$ cat config.mk
export PLATFORM = sky130hd
export DESIGN_NAME = lcd_write_ctrl
export DESIGN_NICKNAME = d
export VERILOG_FILES = /design/src/rtl/lcd_write_ctrl.sv
export SDC_FILE = /design/constraint.sdc
export NUM_CORES = 1
export LEC_CHECK = 0
export CORE_ASPECT_RATIO = 2
export CORE_MARGIN = 1.5
export CORE_UTILIZATION = 48
export CTS_CLUSTER_SIZE = 40
export DETAILED_ROUTE_END_ITERATION = 8
export PLACE_DENSITY = 0.8
export RECOVER_POWER = 50
export SETUP_SLACK_MARGIN = 0.05
export SLEW_MARGIN = 0
export SYNTH_ARGS = -nofsm -noshare
export SYNTH_HDL_FRONTEND = slang
export SYNTH_SLANG_ARGS = --single-unit
$ cat constraint.sdc
create_clock -name i_clk -period 2.77 [get_ports i_clk]
set_input_delay 0.831 -clock i_clk [delete_from_list [all_inputs] [get_ports i_clk]]
set_output_delay 0.831 -clock i_clk [all_outputs]
set_load 0.1 [all_outputs]
$ cat src/rtl/lcd_write_ctrl.sv
// lcd_write_ctrl: sequences write-only HD44780-style 8-bit LCD bus cycles.
// One byte per accepted request: RS/DATA setup, EN pulse, hold, then an
// execution wait. The wait is long for clear/home commands and short for
// everything else.
//
// Optional build macro LCD_INIT_EN: after reset the controller waits 750000
// cycles. It then issues the power-on command sequence 0x38, 0x0C, 0x01, 0x06
// by itself, before it accepts any request.
//
// Request handshake (valid/ready):
//   A byte is taken on a rising clk edge where i_req_valid && o_req_ready.
//   o_req_ready is registered and is high only in IDLE. A requester that sees
//   ready low must hold i_req_valid, i_req_rs and i_req_data steady. Nothing is
//   latched while ready is low.
//
// o_dbg_state exposes the FSM state so an external checker can bind to it.
module lcd_write_ctrl #(
  parameter int unsigned T_SETUP = 2,
  parameter int unsigned T_PULSE = 12,
  parameter int unsigned T_HOLD  = 2,
  parameter int unsigned T_EXEC  = 2000,
  parameter int unsigned T_CLEAR = 82000,
  parameter int unsigned CNT_W   = 20
) (
  input  logic        i_clk,
  input  logic        i_reset,
  input  logic        i_req_valid,
  output logic        o_req_ready,
  input  logic        i_req_rs,
  input  logic [7:0]  i_req_data,
  input  logic        i_lcd_on,
  output logic        o_busy,
  output logic [31:0] o_status,
  output logic [7:0]  o_lcd_data,
  output logic        o_lcd_rs,
  output logic        o_lcd_rw,
  output logic        o_lcd_en,
  output logic        o_lcd_on,
  output logic [2:0]  o_dbg_state
);

  typedef enum logic [2:0] {
    ST_IDLE      = 3'd0,
    ST_SETUP     = 3'd1,
    ST_PULSE     = 3'd2,
    ST_HOLD      = 3'd3,
    ST_WAIT      = 3'd4,
    ST_INIT_WAIT = 3'd5
  } state_t;

  // A zero timing parameter still means one cycle. The state cannot be skipped.
  localparam int unsigned SETUP_N = (T_SETUP == 0) ? 1 : T_SETUP;
  localparam int unsigned PULSE_N = (T_PULSE == 0) ? 1 : T_PULSE;
  localparam int unsigned HOLD_N  = (T_HOLD  == 0) ? 1 : T_HOLD;
  localparam int unsigned EXEC_N  = (T_EXEC  == 0) ? 1 : T_EXEC;
  localparam int unsigned CLEAR_N = (T_CLEAR == 0) ? 1 : T_CLEAR;

  // The counter loads N-1 on entry. The state exits on the edge that sees 0,
  // so the state lasts exactly N cycles.
  localparam logic [CNT_W-1:0] SETUP_LD = CNT_W'(SETUP_N - 1);
  localparam logic [CNT_W-1:0] PULSE_LD = CNT_W'(PULSE_N - 1);
  localparam logic [CNT_W-1:0] HOLD_LD  = CNT_W'(HOLD_N - 1);
  localparam logic [CNT_W-1:0] EXEC_LD  = CNT_W'(EXEC_N - 1);
  localparam logic [CNT_W-1:0] CLEAR_LD = CNT_W'(CLEAR_N - 1);

  state_t           state;
  logic [CNT_W-1:0] cnt;

  // Clear (0x01) and return-home (0x02/0x03) need the long execution time.
  function automatic logic is_long_cmd(input logic rs, input logic [7:0] data);
    return (rs == 1'b0) && ((data == 8'h01) || (data == 8'h02) || (data == 8'h03));
  endfunction

`ifdef LCD_INIT_EN
  localparam int unsigned    INIT_N  = 750000;
  localparam logic [CNT_W-1:0] INIT_LD = CNT_W'(INIT_N - 1);

  logic [1:0] init_idx;
  logic       init_active;

  // Power-on command sequence: 8-bit/2-line, display on, clear, entry mode.
  function automatic logic [7:0] init_byte(input logic [1:0] idx);
    case (idx)
      2'd0:    return 8'h38;
      2'd1:    return 8'h0C;
      2'd2:    return 8'h01;
      default: return 8'h06;
    endcase
  endfunction
`endif

  // Main sequencer: state, delay counter and all registered bus/handshake outputs.
  always_ff @(posedge i_clk) begin
    if (!i_reset) begin
      cnt         <= '0;
      o_lcd_data  <= 8'h00;
      o_lcd_rs    <= 1'b0;
      o_lcd_en    <= 1'b0;
`ifdef LCD_INIT_EN
      state       <= ST_INIT_WAIT;
      cnt         <= INIT_LD;
      o_req_ready <= 1'b0;
      o_busy      <= 1'b1;
      init_idx    <= 2'd0;
      init_active <= 1'b1;
`else
      state       <= ST_IDLE;
      o_req_ready <= 1'b1;
      o_busy      <= 1'b0;
`endif
    end else begin
      case (state)
        ST_IDLE: begin
          o_lcd_en <= 1'b0;
          if (i_req_valid && o_req_ready) begin
            o_lcd_data  <= i_req_data;
            o_lcd_rs    <= i_req_rs;
            o_req_ready <= 1'b0;
            o_busy      <= 1'b1;
            cnt         <= SETUP_LD;
            state       <= ST_SETUP;
          end
        end

        ST_SETUP: begin
          if (cnt == '0) begin
            o_lcd_en <= 1'b1;
            cnt      <= PULSE_LD;
            state    <= ST_PULSE;
          end else begin
            cnt <= cnt - 1'b1;
          end
        end

        ST_PULSE: begin
          if (cnt == '0) begin
            o_lcd_en <= 1'b0;
            cnt      <= HOLD_LD;
            state    <= ST_HOLD;
          end else begin
            cnt <= cnt - 1'b1;
          end
        end

        ST_HOLD: begin
          if (cnt == '0) begin
            cnt   <= is_long_cmd(o_lcd_rs, o_lcd_data) ? CLEAR_LD : EXEC_LD;
            state <= ST_WAIT;
          end else begin
            cnt <= cnt - 1'b1;
          end
        end

        ST_WAIT: begin
          if (cnt == '0) begin
`ifdef LCD_INIT_EN
            if (init_active && (init_idx != 2'd3)) begin
              // Chain straight into the next power-on command.
              init_idx   <= init_idx + 2'd1;
              o_lcd_data <= init_byte(init_idx + 2'd1);
              o_lcd_rs   <= 1'b0;
              cnt        <= SETUP_LD;
              state      <= ST_SETUP;
            end else begin
              init_active <= 1'b0;
              o_req_ready <= 1'b1;
              o_busy      <= 1'b0;
              state       <= ST_IDLE;
            end
`else
            o_req_ready <= 1'b1;
            o_busy      <= 1'b0;
            state       <= ST_IDLE;
`endif
          end else begin
            cnt <= cnt - 1'b1;
          end
        end

`ifdef LCD_INIT_EN
        ST_INIT_WAIT: begin
          if (cnt == '0) begin
            o_lcd_data <= init_byte(2'd0);
            o_lcd_rs   <= 1'b0;
            cnt        <= SETUP_LD;
            state      <= ST_SETUP;
          end else begin
            cnt <= cnt - 1'b1;
          end
        end
`endif

        default: begin
          o_lcd_en    <= 1'b0;
          o_req_ready <= 1'b1;
          o_busy      <= 1'b0;
          state       <= ST_IDLE;
        end
      endcase
    end
  end

  // LCD power follows the buffer bit with one cycle of latency, whatever the FSM is doing.
  always_ff @(posedge i_clk) begin
    if (!i_reset) begin
      o_lcd_on <= 1'b0;
    end else begin
      o_lcd_on <= i_lcd_on;
    end
  end

  // Write-only bus. The status word is built purely from registered fields.
  assign o_lcd_rw    = 1'b0;
  assign o_status    = {15'd0, o_lcd_rs, o_lcd_data, 7'd0, o_busy};
  assign o_dbg_state = state;

endmodule

; ---- Word-level counts from Yosys, hierarchy flattened
; Cells that the tools add are included.
[word_totals]
register_bits = 36
in_bits = 13
out_inout_bits = 49
wordCells = 59
[classes]
addsub = 1
n_eq_ne = 13
muxes = 20
bitwise = 3
n_reduce_logical = 14
[op_table]
columns = op, count
row1 = $mux W20, 5
row2 = $pmux W20 S5, 1
row3 = $logic_not A20 Y1, 1
row4 = $sub A20 B1 Y20 const B, 1
row5 = $mux W17, 1
row6 = $eq A8 B2 Y1 const B, 2
row7 = $mux W3, 5
row8 = $pmux W3 S5, 1
row9 = $ne A2 B2 Y1 const B, 6
row10 = $pmux W1 S3, 3
row11 = $reduce_and A3 Y1, 3
row12 = $eq A8 B1 Y1 const B, 1
row13 = $eq A3 B2 Y1 const B, 2
row14 = $reduce_and A5 Y1, 1
row15 = $reduce_bool A5 Y1, 1
row16 = $mux W1, 4
row17 = $eq A3 B1 Y1 const B, 1
row18 = $eq A3 B3 Y1 const B, 1
row19 = $logic_not A3 Y1, 1
row20 = $not A1 Y1, 3
row21 = $reduce_or A3 Y1, 1
row22 = $logic_and A1 B1 Y1, 2
row23 = $logic_or A1 B1 Y1, 2
row24 = $reduce_and A2 Y1, 1
row25 = $reduce_or A2 Y1, 1

; ---- Logic depth before layout (Yosys ltp)
[logic_depth]
ltp_word = 7
mapped_depth = 9
ltp_nobuf = 8

; ---- Least setup slack after synthesis
; OpenSTA, ideal clock, no wires.
[synth_path]
path_type = reg-to-reg
from = reg state[1], in the netlist o_dbg_state[1]
to = reg cnt[13]
setup_ns = 0.070
arrival_ns = 2.484
t_required_ns = 2.700
path_slack_ns = 0.216
stages_incl_launch_ff = 8
n_path_buf = 1
period_less_slack_ns = 2.554
cell_sequence = dfxtp_1 clkbuf_1 a211o_1 nand2_1 a31oi_1 nand3_1 or3_1 a21oi_1
[synth_via]
elab_chain_cells = 3
word_cells_on_any_way = 10
cone_classes = eq/ne: 6 / mux: 1 / reduce/logical: 3
[synth_rtl]
columns = element, line_no
row1 = from (decl), 66  ; state_t state;
row2 = from (signal assigned), 107  ; state <= ST_IDLE;
row3 = from (signal assigned), 121  ; state <= ST_SETUP;
row4 = from (signal assigned), 129  ; state <= ST_PULSE;
row5 = "$eq A3 B3 Y1, or another cell as far along", 112  ; case (state)
row6 = $reduce_bool A5 Y1 (no source line) / $ne A2 B2 Y1 (equally long branches), --
row7 = $reduce_and A3 Y1 (no source line), --
row8 = to (signal assigned), 131  ; cnt <= cnt - 1'b1;
row9 = to (signal assigned), 141  ; cnt <= cnt - 1'b1;
row10 = to (signal assigned), 147  ; cnt <= is_long_cmd(o_lcd_rs, o_lcd_data) ? CLEAR_LD : EXEC_LD;
row11 = to (decl), 67  ; logic [CNT_W-1:0] cnt;
; Several ways; a longest one is shown, not always the timed one.
; A chain may end at the register's enable or synchronous reset.

; ---- Worst setup path in the final report
[layout_path]
from = reg cnt[1]
to = reg cnt[10]
[layout_via]
elab_chain_cells = 3
word_cells_on_any_way = 9
cone_classes = add/sub: 1 / eq/ne: 1 / mux: 5 / reduce/logical: 2
[layout_rtl]
columns = element, line_no
row1 = $sub A20 B1 Y20 / $logic_not A20 Y1 (equally long branches), --
row2 = "$mux W20, or another cell as far along", 155  ; if (cnt == '0) begin
row3 = $pmux W20 S5 / $reduce_and A3 Y1 (equally long branches), --
; Several ways; a longest one is shown, not always the timed one. The select of a mux whose other input is x is not followed.

==> impl_results.md <==
* Critical Path, Cell by Cell: inv_1 > ha_1 > or4b_2 > or4_4 > nor2_4 > and3_1 > nand2_1 > a21oi_1
* Area of the multi-input gates at ~0.0013 mm^2
* DRC at 0
* Number of global-route vias before repair at about 2000
* Buffer depth of the longest clock path at 2
* Post-synth EDFFs at 0
* Drt first pass iters at 4
* Worst R2R Path Depth at 8
* Die Footprint at 0.005090 mm^2
* R2R Path End: cnt[10]
* GRT overflow at 0
* Boundary Pins at 62
* Routed wire length at between 5 and 6 mm
* Clock buffer count from CTS at 5
* Ant diodes at 0
* CTS tree: done
* Fill count at between 400 and 500
* CP max stage delay at 650 ps
* Die height at 99.41 um
* Flop-to-flop setup slack at 160 ps
* Starting Density at 50.42%
* RSZ-0062 raised after global routing: false
* H-Tree Depth at 2
* Final setup viols at 0
* RD Place Congestion at approximately 0.95
* Post-CTS Setup Inserts at 0
* Antenna violations before repair at 0
* Post-synthesis cell count at 284
* Setup TNS at 0 ps
* # resized after CTS at 0
* Fin. Hold Viols at 0
* Setup WS pre-CTS at ~150 ps
* Hold Path Origin: o_lcd_data[2]
* Worst Path Arrival at 2820 ps
* # clock sinks at 36
* Sequential area share after synthesis at 32.31%
* Worst Max-Slew Pin Slew at approximately 1200 ps
* CP required at between 2000 and 3000 ps
* Min-Delay Path Class: reg2reg
* CP Max Fanout at 10
* Slew margin rel. at 22.32%
* Min Tclk post-route at 2606 ps
* 1st-iter DRT viols at 62
* DIE WIDTH at just over 50 um
* Most used DFF post-synth: dfxtp_1
* Antenna Nets Post-Route at 0
* Clock skew at 9.455 ps
* Slowest cell on crit path: or4b_2
* Worst R2R Start: cnt[1]
* Largest net degree at the start of global routing at 14
* Tcrit/Tclk final at about 94%
* Post-Syn Area at 0.002231 mm^2
* Worst Hold Path Cells at 2
* Fraction of layout cells with a size suffix above 1 at 11.01%
* Rows at 34
* Synth unique cells at 58
* Cell taking the most area after synthesis: dfxtp_1
* Ys Warns at 0
* Root Driver: clkbuf_8
* Area fraction of the dominant cell type after synthesis at roughly a third
* Synthesized area per cell at 7.855 um^2
* Final HPWL DP at 4.287 mm
* Layout area overhead at 10.71%
* First-pass GRT wire length at 8.880 mm
* Status: complete, no violations
* Routed via count at 2098
* Final nets at about 330
* Clk_lat worst skew at 300 ps
* Max Clock Freq at 0.3837 GHz
* Wire per inst at 15.08 um
* Port-buffer cells at 38
* Reg clk slew, reported paths at 80 ps
* Slew Viols, Final at 0
* Vias per cell at 5.640
* Area contributors post-synth: dfxtp_1 (32%), buf_4 (11%), nand2_1 (5.9%), a21oi_1 (4.9%), nor2_1 (4.4%)
* Ys async rst share at 0%
* Cts hold-fix bufs at 0
* Setup WS post-layout at 163.9 ps
* Critical path class: reg2reg
* Core Footprint at about 0.0044 mm^2
* Critical Path Start Type: register
* Total track usage at 23.26%
* Hold worst-path end: o_lcd_data[2]
* Register area at 720.7 um^2
* Max-Cap Viols at 0
* Setup crit end kind: register
* Yosys reg bits at 36
## per-stage QoR
step / utilization (%) / instance area [um^2] / instances / hold slack (ps)
after detailed placement: 55.80 / 2469 / 364 / 480.7
after CTS: 57.78 / 2556 / 372 / 492.4
after global routing: 55.83 / 2470 / 372 / 512.2
after global placement: 55.80 / 2469 / 364 / 470.2
final: 55.83 / 2470 / 372 / 489.0
after floorplan: - / 2313 / 306 / 453.2
## routing by layer
| metal | GRT usage, % | vias up | share of wire (%) |
|---|---|---|---|
| met3 | 4.354 | 26 | 5.3 |
| met1 | 20.75 | 957 | 34 |
| met4 | 16.01 | 0 | 5.2 |
| li1 | - | 1022 | - |
| met2 | 44.06 | 93 | 55 |
| met5 | 0 | - | 0 |
## cells in the mapped netlist (all sizes together) (2+ instances only)
cell	number
o211ai	2
o32ai	2
o21a	3
a21oi	22
inv	5
nor4	8
nor2	27
nor3	9
a211o	2
or4b	2
clkbuf	7
nor2b	3
nand4	4
nand2b	2
or3	4
o2bb2ai	2
xnor2	5
or4	5
nand2	35
dfxtp	36
buf	36
and3	5
ha	2
and2	2
xor2	5
a31oi	2
nand3	6
o21ai	18
o22ai	2
or2	2
## placed cells by master, fill, tap and decap left out, drive strengths merged, types with 3 or more instances in the layout
cell type,n
nor2b,3
nor2,27
inv,5
nand3,6
conb,23
nand2,35
clkinv,4
or3,4
o21ai,18
xor2,5
clkdlybuf4s50,12
and3,5
o21a,3
or4,5
xnor2,5
nor4,8
clkbuf,28
nand4,4
nor3,9
a21oi,22
buf,12
dfxtp,36
## cells by family (layout without fill, tap and decap cells)
group	Yosys count	after routing	share of synthesized area, %
xor+xnor	10	10	3.926
compound gates	68	68	20.14
flops	36	36	32.31
fa+ha+maj	2	2	1.122
simple gates	117	117	27.65
buf+inv	49	61	14.25
other cells	1	23	0.1681
mux	1	1	0.4487
## cell type report
cell class                 count  share of cell area, %
tap                           54                  2.736
clock inverter                 3                 0.7599
multi-input combinational    221                  51.62
inverter                       6                 0.9119
timing repair buffer          47                  12.01
clock buffer                   5                  2.786
sequential                    36                  29.18
## critical path, delay by kind of cell (launching register included)
| family | cells | cell delay (ps) |
|---|---|---|
| simple gates | 5 | 1790 |
| buf+inv | 1 | 90 |
| compound gates | 1 | 170 |
| fa+ha+maj | 1 | 150 |
| flops | 1 | 320 |
## registers in the layout, indices dropped and copies added, names as in the netlist
name,cells
o_lcd_rs,1
o_lcd_data,8
o_busy,1
o_lcd_on,1
o_dbg_state,3
cnt,20
o_req_ready,1
o_lcd_en,1
## how the worst max path moves through the flow
stage / start / end / slack (ps)
final: cnt[1] / cnt[10] / 160
after global routing: cnt[0] / cnt[2] / 60
after CTS: cnt[0] / cnt[10] / 180
after detailed placement: i_req_valid / cnt[19] / 150
after global placement: i_req_valid / cnt[19] / 190
after floorplan: o_dbg_state[1] / cnt[13] / 220
Power is left out: the tool's default activity adds up to more than one toggle a clock period on the data nets, which glitch-free logic cannot reach.
